==> config.mk <==
export PLATFORM = sky130hd
export DESIGN_NAME = ledwalker_multi
export DESIGN_NICKNAME = d
export VERILOG_FILES = /design/src/rtl/ledwalker_pkg.sv /design/src/rtl/ledwalker_strobe.sv /design/src/rtl/ledwalker_multi.sv
export SDC_FILE = /design/constraint.sdc
export NUM_CORES = 1
export LEC_CHECK = 0
export BUFFER_PORTS_ARGS = -buffer_cell sky130_fd_sc_hd__buf_4
export CAP_MARGIN = 20
export CORE_UTILIZATION = 44
export DETAILED_ROUTE_END_ITERATION = 10
export HOLD_SLACK_MARGIN = 0.02
export MAX_ROUTING_LAYER = met4
export PLACE_DENSITY = 0.64
export SYNTH_ARGS = -nofsm -noshare
export SYNTH_HDL_FRONTEND = slang
export SYNTH_SLANG_ARGS = --single-unit
==> constraint.sdc <==
create_clock -name i_clk -period 3.1 [get_ports i_clk]
set_input_delay 0.465 -clock i_clk [delete_from_list [all_inputs] [get_ports i_clk]]
set_output_delay 0.465 -clock i_clk [all_outputs]
set_load 0.02 [all_outputs]
==> src/rtl/ledwalker_pkg.sv <==
// Shared walk-mode and direction encodings for the LED walker.
// Imported by ledwalker_strobe and ledwalker_multi.
package ledwalker_pkg;

  typedef enum logic [1:0] {
    MODE_BOUNCE = 2'd0,
    MODE_ROT_L  = 2'd1,
    MODE_ROT_R  = 2'd2,
    MODE_HOLD   = 2'd3
  } mode_t;

  typedef enum logic {
    DIR_UP   = 1'b0,
    DIR_DOWN = 1'b1
  } dir_t;

endpackage

==> src/rtl/ledwalker_strobe.sv <==
// Free-running down counter that emits a registered one-cycle strobe
// every STEP_CLOCKS cycles; reusable timebase for board-level blocks.
module ledwalker_strobe #(
  parameter int STEP_CLOCKS = 4
) (
  input  logic i_clk,
  input  logic i_reset,
  output logic o_stb
);

  localparam int CW = $clog2(STEP_CLOCKS);
  localparam logic [CW-1:0] CNT_MAX = CW'(STEP_CLOCKS - 1);

  logic [CW-1:0] cnt;

  always_ff @(posedge i_clk or posedge i_reset) begin
    if (i_reset) begin
      cnt   <= CNT_MAX;
      o_stb <= 1'b0;
    end else begin
      o_stb <= (cnt == '0);
      cnt   <= (cnt == '0) ? CNT_MAX : cnt - 1'b1;
    end
  end

`ifdef LEDWALKER_FORMAL_EN
  a_cnt_range: assert property (
    @(posedge i_clk) disable iff (i_reset)
    cnt <= CNT_MAX);

  a_stb_src: assert property (
    @(posedge i_clk) disable iff (i_reset)
    o_stb |-> ($past(cnt) == '0));
`endif

endmodule

==> src/rtl/ledwalker_multi.sv <==
// Multi-mode one-hot LED walker (bounce / rotate left / rotate right / hold).
// Define LEDWALKER_FORMAL_EN to compile in the checking properties.
module ledwalker_multi
  import ledwalker_pkg::*;
#(
  parameter int NLEDS       = 8,
  parameter int CLK_RATE_HZ = 12_000_000,
  parameter int STEP_HZ     = 1
) (
  input  logic             i_clk,
  input  logic             i_reset,
  input  logic             i_mode_stb,
  input  logic [1:0]       i_mode,
  output logic [NLEDS-1:0] o_led,
  output logic             o_step,
  output logic [1:0]       o_mode
);

  localparam int STEP_CLOCKS = CLK_RATE_HZ / STEP_HZ;
  localparam int PW = $clog2(NLEDS);
  localparam logic [PW-1:0] POS_MAX = PW'(NLEDS - 1);
  localparam logic [NLEDS-1:0] LED_ONE = NLEDS'(1);

  logic stb;

  ledwalker_strobe #(
    .STEP_CLOCKS (STEP_CLOCKS)
  ) u_strobe (
    .i_clk   (i_clk),
    .i_reset (i_reset),
    .o_stb   (stb)
  );

  mode_t         mode_q;
  mode_t         pend_q;
  mode_t         mode_eff;
  logic          pend_vld;
  logic [PW-1:0] pos_q;
  logic [PW-1:0] pos_d;
  dir_t          dir_q;
  dir_t          dir_d;

  // A pending request takes effect on the very step that consumes it.
  assign mode_eff = (stb && pend_vld) ? pend_q : mode_q;
  assign o_mode   = mode_q;

  always_ff @(posedge i_clk or posedge i_reset) begin
    if (i_reset) begin
      mode_q   <= MODE_BOUNCE;
      pend_q   <= MODE_BOUNCE;
      pend_vld <= 1'b0;
    end else begin
      if (stb)
        mode_q <= mode_eff;
      if (i_mode_stb) begin
        pend_q   <= mode_t'(i_mode);
        pend_vld <= 1'b1;
      end else if (stb) begin
        pend_vld <= 1'b0;
      end
    end
  end

  always_comb begin
    pos_d = pos_q;
    dir_d = dir_q;
    if (stb) begin
      unique case (mode_eff)
        MODE_BOUNCE: begin
          if (pos_q == POS_MAX) begin
            pos_d = pos_q - 1'b1;
            dir_d = DIR_DOWN;
          end else if (pos_q == '0) begin
            pos_d = pos_q + 1'b1;
            dir_d = DIR_UP;
          end else if (dir_q == DIR_UP) begin
            pos_d = pos_q + 1'b1;
          end else begin
            pos_d = pos_q - 1'b1;
          end
        end
        MODE_ROT_L: begin
          pos_d = (pos_q == POS_MAX) ? '0 : pos_q + 1'b1;
          dir_d = DIR_UP;
        end
        MODE_ROT_R: begin
          pos_d = (pos_q == '0) ? POS_MAX : pos_q - 1'b1;
          dir_d = DIR_DOWN;
        end
        MODE_HOLD: begin
          pos_d = pos_q;
          dir_d = dir_q;
        end
      endcase
    end
  end

  // LEDs decode the next position so they land with o_step.
  always_ff @(posedge i_clk or posedge i_reset) begin
    if (i_reset) begin
      pos_q  <= '0;
      dir_q  <= DIR_UP;
      o_led  <= LED_ONE;
      o_step <= 1'b0;
    end else begin
      pos_q  <= pos_d;
      dir_q  <= dir_d;
      o_led  <= LED_ONE << pos_d;
      o_step <= stb;
    end
  end

`ifdef LEDWALKER_FORMAL_EN
  int unsigned gap;
  logic        seen;

  always_ff @(posedge i_clk or posedge i_reset) begin
    if (i_reset) begin
      gap  <= 0;
      seen <= 1'b0;
    end else if (o_step) begin
      gap  <= 1;
      seen <= 1'b1;
    end else begin
      gap <= gap + 1;
    end
  end

  a_onehot: assert property (
    @(posedge i_clk) disable iff (i_reset)
    $onehot(o_led));

  a_pos_range: assert property (
    @(posedge i_clk) disable iff (i_reset)
    pos_q <= POS_MAX);

  a_no_skip: assert property (
    @(posedge i_clk) disable iff (i_reset)
    (o_step && mode_q == MODE_BOUNCE &&
     $past(mode_q) == MODE_BOUNCE) |->
    (o_led == ($past(o_led) << 1) ||
     o_led == ($past(o_led) >> 1)));

  a_step_gap: assert property (
    @(posedge i_clk) disable iff (i_reset)
    (o_step && seen) |-> gap == STEP_CLOCKS);
`endif

endmodule

======== Word level (Yosys, flattened, before mapping) ========
Index checks and enable logic that the tools add are counted.
W data, S select, Z words.
word-level totals
  word-level logic and storage cells ...... 39
  bits in registers ....................... 43
cells by class
  add/sub/neg operators ................... 3
  reductions and logical operators ........ 6
  bitwise logic cells ..................... 1
  equality and inequality tests ........... 5
  shift operators ......................... 1
  mux-type cells .......................... 14
operators by type and width
  cell                     count
  $logic_not A24 Y1        1
  $mux W24                 1
  $sub A24 B1 Y24 const B  1
  $mux W3                  6
  $pmux W3 S4              1
  $shl A1 B3 Y8 const A    1
  $eq A2 B2 Y1 const B     2
  $mux W1                  4
  $add A3 B1 Y3 const B    1
  $eq A3 B3 Y1 const B     1
  $logic_not A3 Y1         1
  $ne A3 B3 Y1 const B     1
  $pmux W1 S3              1
  $reduce_and A3 Y1        1
  $sub A3 B1 Y3 const B    1
  $eq A2 B1 Y1 const B     1
  $logic_not A2 Y1         1
  $mux W2                  1
  $reduce_bool A2 Y1       1
  $logic_and A1 B1 Y1      1
  $not A1 Y1               1

======== Depth between registers and ports, before layout ========
Gate-level depths: netlist of run 1.
  word-level depth ........................ 7
  gate-level depth with buffers ........... 10
  depth with buffers taken out ............ 10

======== By module ========
A second synthesis of run 1 with hierarchy kept.
second synthesis, totals
  cell total of the unflattened synthesis .. 217
  area, all modules ....................... 2299.7 µm²
by module, submodules not included
  module            cells an instance  times used  area an instance (µm²)
  ledwalker_strobe  129                1           1277.5
  ledwalker_multi   88                 1           1022.2

======== Least setup slack after synthesis of run 1 ========
OpenSTA, ideal clock, no wires.
  path type ............................... flip-flop to flip-flop
  from .................................... reg u_strobe.o_stb
  to ...................................... reg o_led[2]
  arrival time ............................ 2.209 ns
  cell stages (with the launch flop) ...... 10
  path buffers ............................ 0
  slack ................................... 0.772 ns
  library setup time ...................... 0.120 ns
  cell sequence ........................... dfrtp_1 -> nand2_1 -> mux2_2 -> inv_1 -> ha_1 -> inv_1 -> o31a_1 -> a32oi_1 -> inv_1 -> and3_1
between the ends
  word-level cells in the longest chain between the ends .. 6
  elaborated cells on any way between the ends .. 9
  those cells by class .................... eq/ne (3); shift (1); mux (3); reduce/logical (2)
RTL lines
  item                                  RTL line                text
  start, declared                       ledwalker_strobe.sv:8   output logic o_stb
  start signal, assigned                ledwalker_strobe.sv:21  o_stb <= (cnt == '0);
  $logic_and A1 B1 Y1 *                 ledwalker_multi.sv:44   assign mode_eff = (stb && pend_vld) ? pend_q : mode_q;
  $mux W2 *                             ledwalker_multi.sv:44
  via mode_eff[0]                       ledwalker_multi.sv:36   mode_t mode_eff;
  $eq A2 B2 Y1 (tied with other cells)  ledwalker_multi.sv:68   unique case (mode_eff)
  $pmux W3 S4 *                         ledwalker_multi.sv:68
  $mux W3 *                             ledwalker_multi.sv:67   if (stb) begin
  via pos_d[1]                          ledwalker_multi.sv:39   logic [PW-1:0] pos_d;
  $shl A1 B3 Y8 *                       ledwalker_multi.sv:108  o_led <= LED_ONE << pos_d;
  end signal, assigned                  ledwalker_multi.sv:108
  end, declared                         ledwalker_multi.sv:14   output logic [NLEDS-1:0] o_led,
Mark *: on every way through the listed nets, which the timed path passes. The rest lies on a longest branch.
A chain may end at the register's enable or synchronous reset.

======== Worst setup path after layout of run 1 ========
  from .................................... reg u_strobe.o_stb
  to ...................................... reg o_led[5]
Same word-level chain as after synthesis.

==> results.sh, run 1 <==
export IMPL_yosys_top_cells_count="32 x nand2_1, 25 x dfrtp_1, 18 x dfstp_2"
export IMPL_gp_congestion=0.8179
export IMPL_powerDensity_nw_per_um2=424.7
export IMPL_met1_length_microns=1818
export IMPL_dieArea_sq_um=5204
export IMPL_hold_path_class="in2async"
export IMPL_cts_tree="built"
export IMPL_grt_overflow=0
export IMPL_cts_root_buf="clkbuf_8"
export IMPL_cts_sinks=43
export IMPL_cp_num_buf_inv=3
export IMPL_place_inst=295
export IMPL_grt_max_degree=22
export IMPL_intPower_uw=781.3
export IMPL_ys_async_sr_fraction_pct=100.0
export IMPL_switchingPower_uw=263.3
export IMPL_cp_slowest_cell="dfrtp_1"
export IMPL_slew_viol_final=0
export IMPL_finalWirelength_microns=3790
export IMPL_crit_required_ns=3.31
export IMPL_dr_pass1_iters=4
export IMPL_syn_num_nets=227
export IMPL_vias=1524
export IMPL_max_freq_ghz=0.3811
export IMPL_hold_viol=0
export IMPL_crit_arrival_ns=2.84
export IMPL_cts_buffers=5
export IMPL_path_delay_family="compound AO/OA/AOI/OAI gates"
export IMPL_met2_length_microns=1758
export IMPL_setup_viol=0
export IMPL_syn_to_final_growth_pct=13.64
export IMPL_drc=0
export IMPL_status="completed"
export IMPL_fill_cells=435
export IMPL_synth_most_common_cell="nand2_1"
export IMPL_crit_path_max_fanout=9
export IMPL_yosysSeqAreaShare_pct=50.75
export IMPL_fin_crit_ns=2.624
export IMPL_rows=25
export IMPL_comb_power_share_pct=10.9
export IMPL_p_sw_share_pct=25.21
export IMPL_met3WireLength_microns=158
export IMPL_detail_route_iter0_violations=39
export IMPL_place_hpwl_microns=2758
export IMPL_fin_tns_setup_ns=0
export IMPL_synth_top_area_cell="dfrtp_1"
export IMPL_insertion_delay_ns=0.30
export IMPL_dr_max_layer_used="met4"
export IMPL_fin_util_pct=52.08
export IMPL_ys_flop_type="dfrtp_1"
export IMPL_crit_type="reg2reg"
export IMPL_leakage_nw=1.063
export IMPL_holdBufCountCts=0
export IMPL_synth_distinct_cells=45
export IMPL_grt_pass1_vias=1491
export IMPL_clockBufferDepth=2
export IMPL_die_w_microns=72.14
export IMPL_diodes=0
export IMPL_path_cells="nand2_1 > mux2_2 > inv_1 > ha_1 > inv_1 > o31a_1 > a32oi_1 > inv_1 > nor3_1"
export IMPL_grt_usage_pct=17.09
export IMPL_vias_per_cell=5.030
export IMPL_synth_area_per_cell_sq_um=10.26
export IMPL_portBuffers=15
export IMPL_synth_edf_count=0
export IMPL_end_kind="flip-flop"
export IMPL_start_kind="flip-flop"
export IMPL_place_area_sq_um=2375
export IMPL_fin_worst_skew_ns=0.007442
export IMPL_cap_violations=0
export IMPL_slew_limit_headroom_pct=50.21
export IMPL_clkTransAtPathRegs_ns=0.08
export IMPL_fin_crit_sh_pct=84.64
export IMPL_slowest_delay_ns=0.47
export IMPL_netlist_top_cells_area="dfrtp_1 29%, dfstp_2 22%, ha_1 6.4%, nand2_1 5.5%, xnor2_1 4.0%"
export IMPL_post_cts_setup_buffers=0
export IMPL_core_area_sq_um=4723
export IMPL_nNetsFinal=251
export IMPL_htreeDepth=2
export IMPL_worst_pin_slew_ns=0.7460
export IMPL_ant_nets=0
export IMPL_layout_drive_gt1_share_pct=24.58
export IMPL_ir_drop_v=0.0002686
export IMPL_io_pins=16
export IMPL_die_h_microns=72.14
export IMPL_fin_area_sq_um=2460
export IMPL_wl_per_cell_microns=12.51
export IMPL_pwr_share_clk_pct=33.1
export IMPL_finalNonFillerCells=303
export IMPL_holdWs_ns=0.2979
export IMPL_seqPwrFrac_pct=56.0
export IMPL_synth_cells=211
export IMPL_antenna_found_initial=0
export IMPL_grt_first_pass_wirelength_microns=6534
export IMPL_yosys_warnings=0
export IMPL_rsz0062_at_grt="false"
export IMPL_path_common_cell="inv_1"
export IMPL_netlist_area_sq_um=2165
export IMPL_initial_core_util_pct=45.83
export IMPL_synth_top_cell_area_share_pct=28.90
export IMPL_postCtsResizedCells=0
export IMPL_synth_seq_cells=43
[final cells by class]
cell class | instances | area [sq um] | share of cell area [%]
Sequential cell | 43 | 1099 | 44.66
Multi-Input combinational cell | 152 | 997.2 | 40.54
Timing Repair Buffer | 19 | 142.6 | 5.799
Tap cell | 67 | 83.83 | 3.408
Clock buffer | 6 | 72.57 | 2.950
Inverter | 14 | 52.55 | 2.136
Clock inverter | 2 | 12.51 | 0.5086
[power groups by stage]
stage               Clock [mW]  Combinational [mW]  Sequential (mW)
floorplan                    0              0.0665            0.606
global placement             0               0.114            0.596
detailed placement           0               0.114            0.596
CTS                      0.361               0.116            0.586
global route             0.377               0.129            0.588
finish                   0.345               0.114            0.585
[stage by stage]
stage / power [mW] / worst slack (ns)
final: 1.045 / 0.4760
after global routing: 1.094 / 0.2110
after CTS: 1.062 / 0.4650
after detailed placement: 0.7103 / 0.4904
after global placement: 0.7102 / 0.5888
after floorplan: 0.6728 / 0.7719
[cell families after synthesis]
| logic type | after synthesis | share of synthesized area, % |
|---|---|---|
| AO/OA/AOI/OAI | 30 | 9.653 |
| AND/OR/NAND/NOR | 90 | 20.75 |
| multiplexers | 8 | 4.046 |
| buffers and inverters | 16 | 3.179 |
| flip-flops | 43 | 50.75 |
| XOR/XNOR | 13 | 5.260 |
| adder cells (fa/ha/maj) | 11 | 6.358 |
[layer usage]
layer  up-vias  track usage, %
met5         -               -
met4         0           6.536
li1        784               -
met2        27           27.00
met3         6           5.278
met1       707           20.52
[registers in the layout (all words and copies together), names as in the netlist]
| register | count |
|---|---|
| o_mode | 2 |
| u_strobe.cnt | 24 |
| pos_q | 3 |
| u_strobe.o_stb | 1 |
| o_step | 1 |
| o_led | 8 |
| pend_q | 2 |
| pend_vld | 1 |
| dir_q | 1 |
[path summary, 6_finish.rpt]
path | startpoint | to | slack, ns | depth (start not counted)
setup / recovery | u_strobe.o_stb$_DFF_PP0_ | o_led[5]$_DFF_PP0_ | 0.48 | 9
setup reg to reg | u_strobe.o_stb$_DFF_PP0_ | o_led[5]$_DFF_PP0_ | 0.48 | 9
hold / removal | i_reset | dir_q$_DFFE_PP0P_ | 0.30 | 2
max in group asynchronous | i_reset | u_strobe.cnt[9]$_DFF_PP1_ | 2.08 | 3
hold reg to reg | u_strobe.cnt[12]$_DFF_PP1_ | u_strobe.cnt[12]$_DFF_PP1_ | 0.48 | 2
min in group i_clk | i_mode_stb | pend_vld$_DFFE_PP0P_ | 0.37 | 2
[cell usage in the layout, fill, tap and decap left out, types with 2 or more instances in the layout]
| master | count |
|---|---|
| o31ai_1 | 3 |
| a21o_1 | 2 |
| or3_4 | 2 |
| dfrtp_1 | 25 |
| clkbuf_8 | 5 |
| xor2_1 | 3 |
| buf_4 | 19 |
| ha_1 | 11 |
| xnor2_1 | 10 |
| or3_1 | 3 |
| a32oi_1 | 2 |
| o21ai_0 | 8 |
| nand3b_1 | 2 |
| nor2_1 | 15 |
| nand3_1 | 4 |
| dfstp_2 | 18 |
| nor3_1 | 16 |
| nand2_1 | 32 |
| inv_1 | 13 |
| a21oi_1 | 5 |
| and3_1 | 5 |
| mux2_2 | 6 |
| mux2i_1 | 2 |
Note: power is estimated with default switching activity, not from simulation.
==> run 2, diff against run 1 <==
==> constraint.sdc (replaced) <==
create_clock -name i_clk -period 2.7 [get_ports i_clk]
set_input_delay 0.405 -clock i_clk [delete_from_list [all_inputs] [get_ports i_clk]]
set_output_delay 0.405 -clock i_clk [all_outputs]
set_load 0.02 [all_outputs]
==> run 2 against run 1 <==
Against the previous run: power increased by 33%; final area increased by 2.5%; sequential power increased by 15%; sequential share of layout area decreased by 1.1 points; clock power increased by 68%; first-iteration DRC count increased to 2.6 times the previous value.
==> results.sh, run 2 (synthesized netlist as in run 1, its figures left out) <==
export IMPL_rsz0062_at_grt="false"
export IMPL_final_common_cell="nand2_1"
export IMPL_wl_per_cell_microns=12.61
export IMPL_holdBufCountCts=0
export IMPL_initial_core_util_pct=45.83
export IMPL_fin_tns_setup_ns=0
export IMPL_crit_required_ns=2.88
export IMPL_ir_drop_v=0.0002827
export IMPL_postCtsResizedCells=0
export IMPL_htreeDepth=2
export IMPL_place_hpwl_microns=2859
export IMPL_setup_viol=0
export IMPL_io_pins=16
export IMPL_portBuffers=15
export IMPL_slew_viol_final=0
export IMPL_largest_register="u_strobe.cnt"
export IMPL_grt_max_degree=18
export IMPL_fin_crit_ns=2.461
export IMPL_post_cts_setup_buffers=0
export IMPL_crit_type="reg2reg"
export IMPL_cts_buffers=5
export IMPL_fin_crit_sh_pct=91.15
export IMPL_antenna_found_initial=0
export IMPL_nNetsFinal=253
export IMPL_clkTransAtPathRegs_ns=0.08
export IMPL_layout_drive_gt1_share_pct=25.21
export IMPL_reg_largest_list="u_strobe.cnt: 24 flops, o_led: 8 flops, pos_q: 3 flops"
export IMPL_drc=0
export IMPL_grt_usage_pct=16.90
export IMPL_end_kind="flip-flop"
export IMPL_status="completed"
export IMPL_largest_reg_flops=24
export IMPL_worst_pin_slew_ns=0.6551
export IMPL_cts_sinks=43
export IMPL_dieArea_sq_um=5204
export IMPL_start_kind="flip-flop"
export IMPL_rows=25
export IMPL_vias=1544
export IMPL_fin_worst_skew_ns=0.004740
export IMPL_vias_per_cell=5.062
export IMPL_finalNonFillerCells=305
export IMPL_slew_limit_headroom_pct=55.71
export IMPL_dr_pass1_iters=4
export IMPL_grt_first_pass_wirelength_microns=6541
export IMPL_diodes=0
export IMPL_grt_pass1_vias=1509
export IMPL_finalWirelength_microns=3845
export IMPL_detail_route_iter0_violations=103
export IMPL_place_inst=297
export IMPL_powerDensity_nw_per_um2=549.8
export IMPL_fill_cells=426
export IMPL_leakage_nw=1.096
export IMPL_place_ws_ns=0.2674
export IMPL_ant_nets=0
export IMPL_insertion_delay_ns=0.29
export IMPL_clockBufferDepth=2
export IMPL_final_cell_mix="32 x nand2_1, 25 x dfrtp_1, 21 x buf_4"
export IMPL_cts_root_buf="clkbuf_8"
export IMPL_max_freq_ghz=0.4063
export IMPL_hold_viol=0
export IMPL_layout_setup_ws_ns=0.2388
export IMPL_syn_to_final_growth_pct=16.53
export IMPL_cap_violations=0
export IMPL_core_area_sq_um=4723
export IMPL_grt_overflow=0
export IMPL_cts_tree="built"
export IMPL_gp_congestion=0.8229
export IMPL_crit_path_max_fanout=9
export IMPL_crit_arrival_ns=2.64
export IMPL_die_w_microns=72.14
export IMPL_die_h_microns=72.14
export IMPL_hold_path_class="in2async"
==> run 2: power breakdown <==
group          switching [mW]  leakage, nW  internal (mW)
sequential            0.00946        0.511          0.663
combinational          0.0777        0.520         0.0549
clock                   0.212       0.0654          0.370
total                   0.299         1.10           1.09
==> run 2: through the flow <==
| stage | area [sq um] | power (mW) | hold slack (ns) | util [%] |
|---|---|---|---|---|
| final | 2522 | 1.387 | 0.1711 | 53.40 |
| after global routing | 2522 | 1.456 | 0.2044 | 53.40 |
| after CTS | 2522 | 1.409 | 0.1826 | 53.40 |
| after detailed placement | 2390 | 0.8178 | 0.4600 | 50.60 |
| after global placement | 2390 | 0.8180 | 0.4558 | 50.60 |
| after floorplan | 2165 | 0.7724 | 0.4437 | - |
==> run 2: critical path, stage by stage (launching register included) <==
cell     delay (ns)
dfrtp_1        0.48
nand2_1        0.19
mux2_2         0.38
inv_1          0.11
ha_1           0.29
inv_1          0.12
o31a_1         0.29
a32oi_1        0.22
inv_1          0.12
and3_1         0.17
==> run 2: routing by layer <==
metal | GRT usage [%] | wire length, microns
met1 | 20.60 | 1841
met2 | 27.41 | 1870
met3 | 4.583 | 102
met4 | 5.229 | 30
met5 | - | 0
==> run 2: final timing paths <==
path,to,slack [ns],startpoint,cells past startpoint
worst max-delay path,o_led[3]$_DFF_PP0_,0.24,u_strobe.o_stb$_DFF_PP0_,9
worst min-delay path,o_led[4]$_DFF_PP0_,0.17,i_reset,2
worst max register to register,o_led[3]$_DFF_PP0_,0.24,u_strobe.o_stb$_DFF_PP0_,9
worst min register to register,u_strobe.cnt[12]$_DFF_PP1_,0.47,u_strobe.cnt[12]$_DFF_PP1_,2
max in group asynchronous,u_strobe.cnt[9]$_DFF_PP1_,1.84,i_reset,3
min in group i_clk,pend_vld$_DFFE_PP0P_,0.32,i_mode_stb,2
==> run 2: area by class of cell <==
| class | instances | area, sq um | share of cell area, % |
|---|---|---|---|
| sequential | 43 | 1099 | 43.55 |
| multi-input combinational | 152 | 997.2 | 39.53 |
| timing repair buffer | 21 | 157.7 | 6.250 |
| tap | 67 | 83.83 | 3.323 |
| clock buffer | 6 | 72.57 | 2.877 |
| clock inverter | 2 | 60.06 | 2.381 |
| inverter | 14 | 52.55 | 2.083 |
==> run 3, diff against run 2 <==
--- a/config.mk
+++ b/config.mk
@@ -7,11 +7,14 @@
 export LEC_CHECK = 0
 export BUFFER_PORTS_ARGS = -buffer_cell sky130_fd_sc_hd__buf_4
 export CAP_MARGIN = 20
+export CELL_PAD_IN_SITES_DETAIL_PLACEMENT = 1
+export CELL_PAD_IN_SITES_GLOBAL_PLACEMENT = 1
 export CORE_UTILIZATION = 44
 export DETAILED_ROUTE_END_ITERATION = 10
 export HOLD_SLACK_MARGIN = 0.02
 export MAX_ROUTING_LAYER = met4
-export PLACE_DENSITY = 0.64
+export PLACE_DENSITY = 0.77
+export SETUP_SLACK_MARGIN = 0.15
 export SYNTH_ARGS = -nofsm -noshare
 export SYNTH_HDL_FRONTEND = slang
 export SYNTH_SLANG_ARGS = --single-unit
==> run 3 against run 2 <==
Against the previous run: register-to-register slack gained 0.09 ns; final cell count grew 0.66%; non-clock buffer count grew 2.
==> results.sh, run 3 (synthesized netlist as in run 1, its figures left out) <==
export IMPL_powerDensity_nw_per_um2=481.3
export IMPL_fin_crit_ns=2.367
export IMPL_holdWs_ns=0.1137
export IMPL_wl_per_cell_microns=14.36
export IMPL_crit_type="reg2reg"
export IMPL_nNetsFinal=255
export IMPL_leakage_nw=1.086
export IMPL_cts_tree="built"
export IMPL_crit_arrival_ns=2.59
export IMPL_reg_largest_list="u_strobe.cnt: 24 flops, o_led: 8 flops, pos_q: 3 flops"
export IMPL_largest_reg_flops=24
export IMPL_die_h_microns=72.14
export IMPL_grt_overflow=0
export IMPL_fin_crit_sh_pct=87.67
export IMPL_setup_viol=0
export IMPL_final_common_cell="nand2_1"
export IMPL_crit_path_max_fanout=9
export IMPL_fin_tns_setup_ns=0
export IMPL_drc=0
export IMPL_place_hpwl_microns=3476
export IMPL_slew_limit_headroom_pct=62.16
export IMPL_cts_sinks=43
export IMPL_status="completed"
export IMPL_critPathCapture="o_led[4]$_DFF_PP0_"
export IMPL_rows=25
export IMPL_syn_to_final_growth_pct=15.32
export IMPL_dr_pass1_iters=4
export IMPL_worst_r2r_cell_count=9
export IMPL_rsz0062_at_grt="false"
export IMPL_holdBufCountCts=0
export IMPL_cap_violations=0
export IMPL_grt_usage_pct=20.41
export IMPL_r2r_end="o_led[4]$_DFF_PP0_"
export IMPL_reg2reg_from="u_strobe.o_stb$_DFF_PP0_"
export IMPL_final_cell_mix="31 x nand2_1, 24 x dfrtp_1, 23 x buf_4"
export IMPL_insertion_delay_ns=0.30
export IMPL_cts_buffers=5
export IMPL_htreeDepth=2
export IMPL_ant_nets=0
export IMPL_ir_drop_v=0.0002343
export IMPL_finalWirelength_microns=4407
export IMPL_vias_per_cell=5.199
export IMPL_layout_drive_gt1_share_pct=27.92
export IMPL_grt_first_pass_wirelength_microns=7707
export IMPL_clkTransAtPathRegs_ns=0.08
export IMPL_grt_max_degree=18
export IMPL_max_freq_ghz=0.4225
export IMPL_place_ws_ns=0.1677
export IMPL_fin_worst_skew_ns=0.008376
export IMPL_grt_pass1_vias=1704
export IMPL_clockBufferDepth=2
export IMPL_crit_path_start="u_strobe.o_stb$_DFF_PP0_"
export IMPL_layout_setup_ws_ns=0.3329
export IMPL_initial_core_util_pct=45.83
export IMPL_antenna_found_initial=0
export IMPL_largest_register="u_strobe.cnt"
export IMPL_end_kind="flip-flop"
export IMPL_dieArea_sq_um=5204
export IMPL_portBuffers=15
export IMPL_crit_required_ns=2.92
export IMPL_io_pins=16
export IMPL_start_kind="flip-flop"
export IMPL_hold_path_class="in2async"
export IMPL_cts_root_buf="clkbuf_8"
export IMPL_reg2reg_slack_ns=0.33
export IMPL_detail_route_iter0_violations=39
export IMPL_hold_viol=0
export IMPL_slew_viol_final=0
export IMPL_diodes=0
export IMPL_worst_pin_slew_ns=0.5598
export IMPL_gp_congestion=0.8288
export IMPL_core_area_sq_um=4723
export IMPL_die_w_microns=72.14
export IMPL_vias=1596
run 3: changes by cell type in the layout (fill, tap and decap cells not counted), sizes merged:
| cell | previous run | this run |
|---|---|---|
| buf | 21 | 23 |
| clkinv | 0 | 3 |
| clkbuf | 6 | 5 |
| bufinv | 2 | 0 |
run 3: repair_timing:
item	4_1_cts	5_1_grt
setup endpoints to repair	1	7
gates resized for setup	1	3
setup buffers	0	0
pin swaps	0	0
run 3: through the flow:
step | util [%] | total power, mW | cell area, sq um | instances
floorplan | - | 0.7724 | 2165 | 211
CTS | 52.74 | 1.223 | 2491 | 307
finish | 52.85 | 1.201 | 2496 | 307
global placement | 50.91 | 0.8206 | 2405 | 299
detailed placement | 50.91 | 0.8246 | 2405 | 299
global route | 52.85 | 1.268 | 2496 | 307
run 3: area by class of cell:
type | count | area [sq um]
Sequential cell | 43 | 1100
Multi-Input combinational cell | 152 | 1003
Timing Repair Buffer | 23 | 172.7
Clock buffer | 5 | 68.82
Inverter | 14 | 52.55
Fill cell | 523 | 2227
Clock inverter | 3 | 15.01
Tap cell | 67 | 83.83
run 3: critical path: stages, from the launching register on:
cell and delay (ns):
dfrtp_2 0.48, nand2_2 0.14, mux2_2 0.38, inv_1 0.11, ha_2 0.25, inv_1 0.10, o31a_1 0.28, a32oi_1 0.24
inv_1 0.13, nor3_1 0.19
run 3: layer usage:
layer  wire [microns]  GRT usage (%)
met1             1935          23.96
met4               80          7.190
met2             2263          34.48
met5                0              -
met3              127          4.583
run 3: worst min-delay path by stage:
stage                         startpoint                    endpoint  cells past startpoint
5_1_grt                          i_reset  u_strobe.cnt[22]$_DFF_PP0_                      2
2_1_floorplan  u_strobe.cnt[0]$_DFF_PP1_   u_strobe.cnt[0]$_DFF_PP1_                      1
3_5_place_dp                     i_reset  u_strobe.cnt[22]$_DFF_PP0_                      2
6_report                         i_reset  u_strobe.cnt[22]$_DFF_PP0_                      2
4_1_cts                          i_reset  u_strobe.cnt[22]$_DFF_PP0_                      2
3_3_place_gp                     i_reset  u_strobe.cnt[22]$_DFF_PP0_                      2
run 3: where the power goes:
group / total [mW] / switching, mW / internal, mW / leakage [nW]
clock: 0.390 / 0.213 / 0.177 / 0.0477
combinational: 0.137 / 0.0806 / 0.0563 / 0.529
sequential: 0.675 / 0.0112 / 0.664 / 0.509
total: 1.20 / 0.305 / 0.897 / 1.09
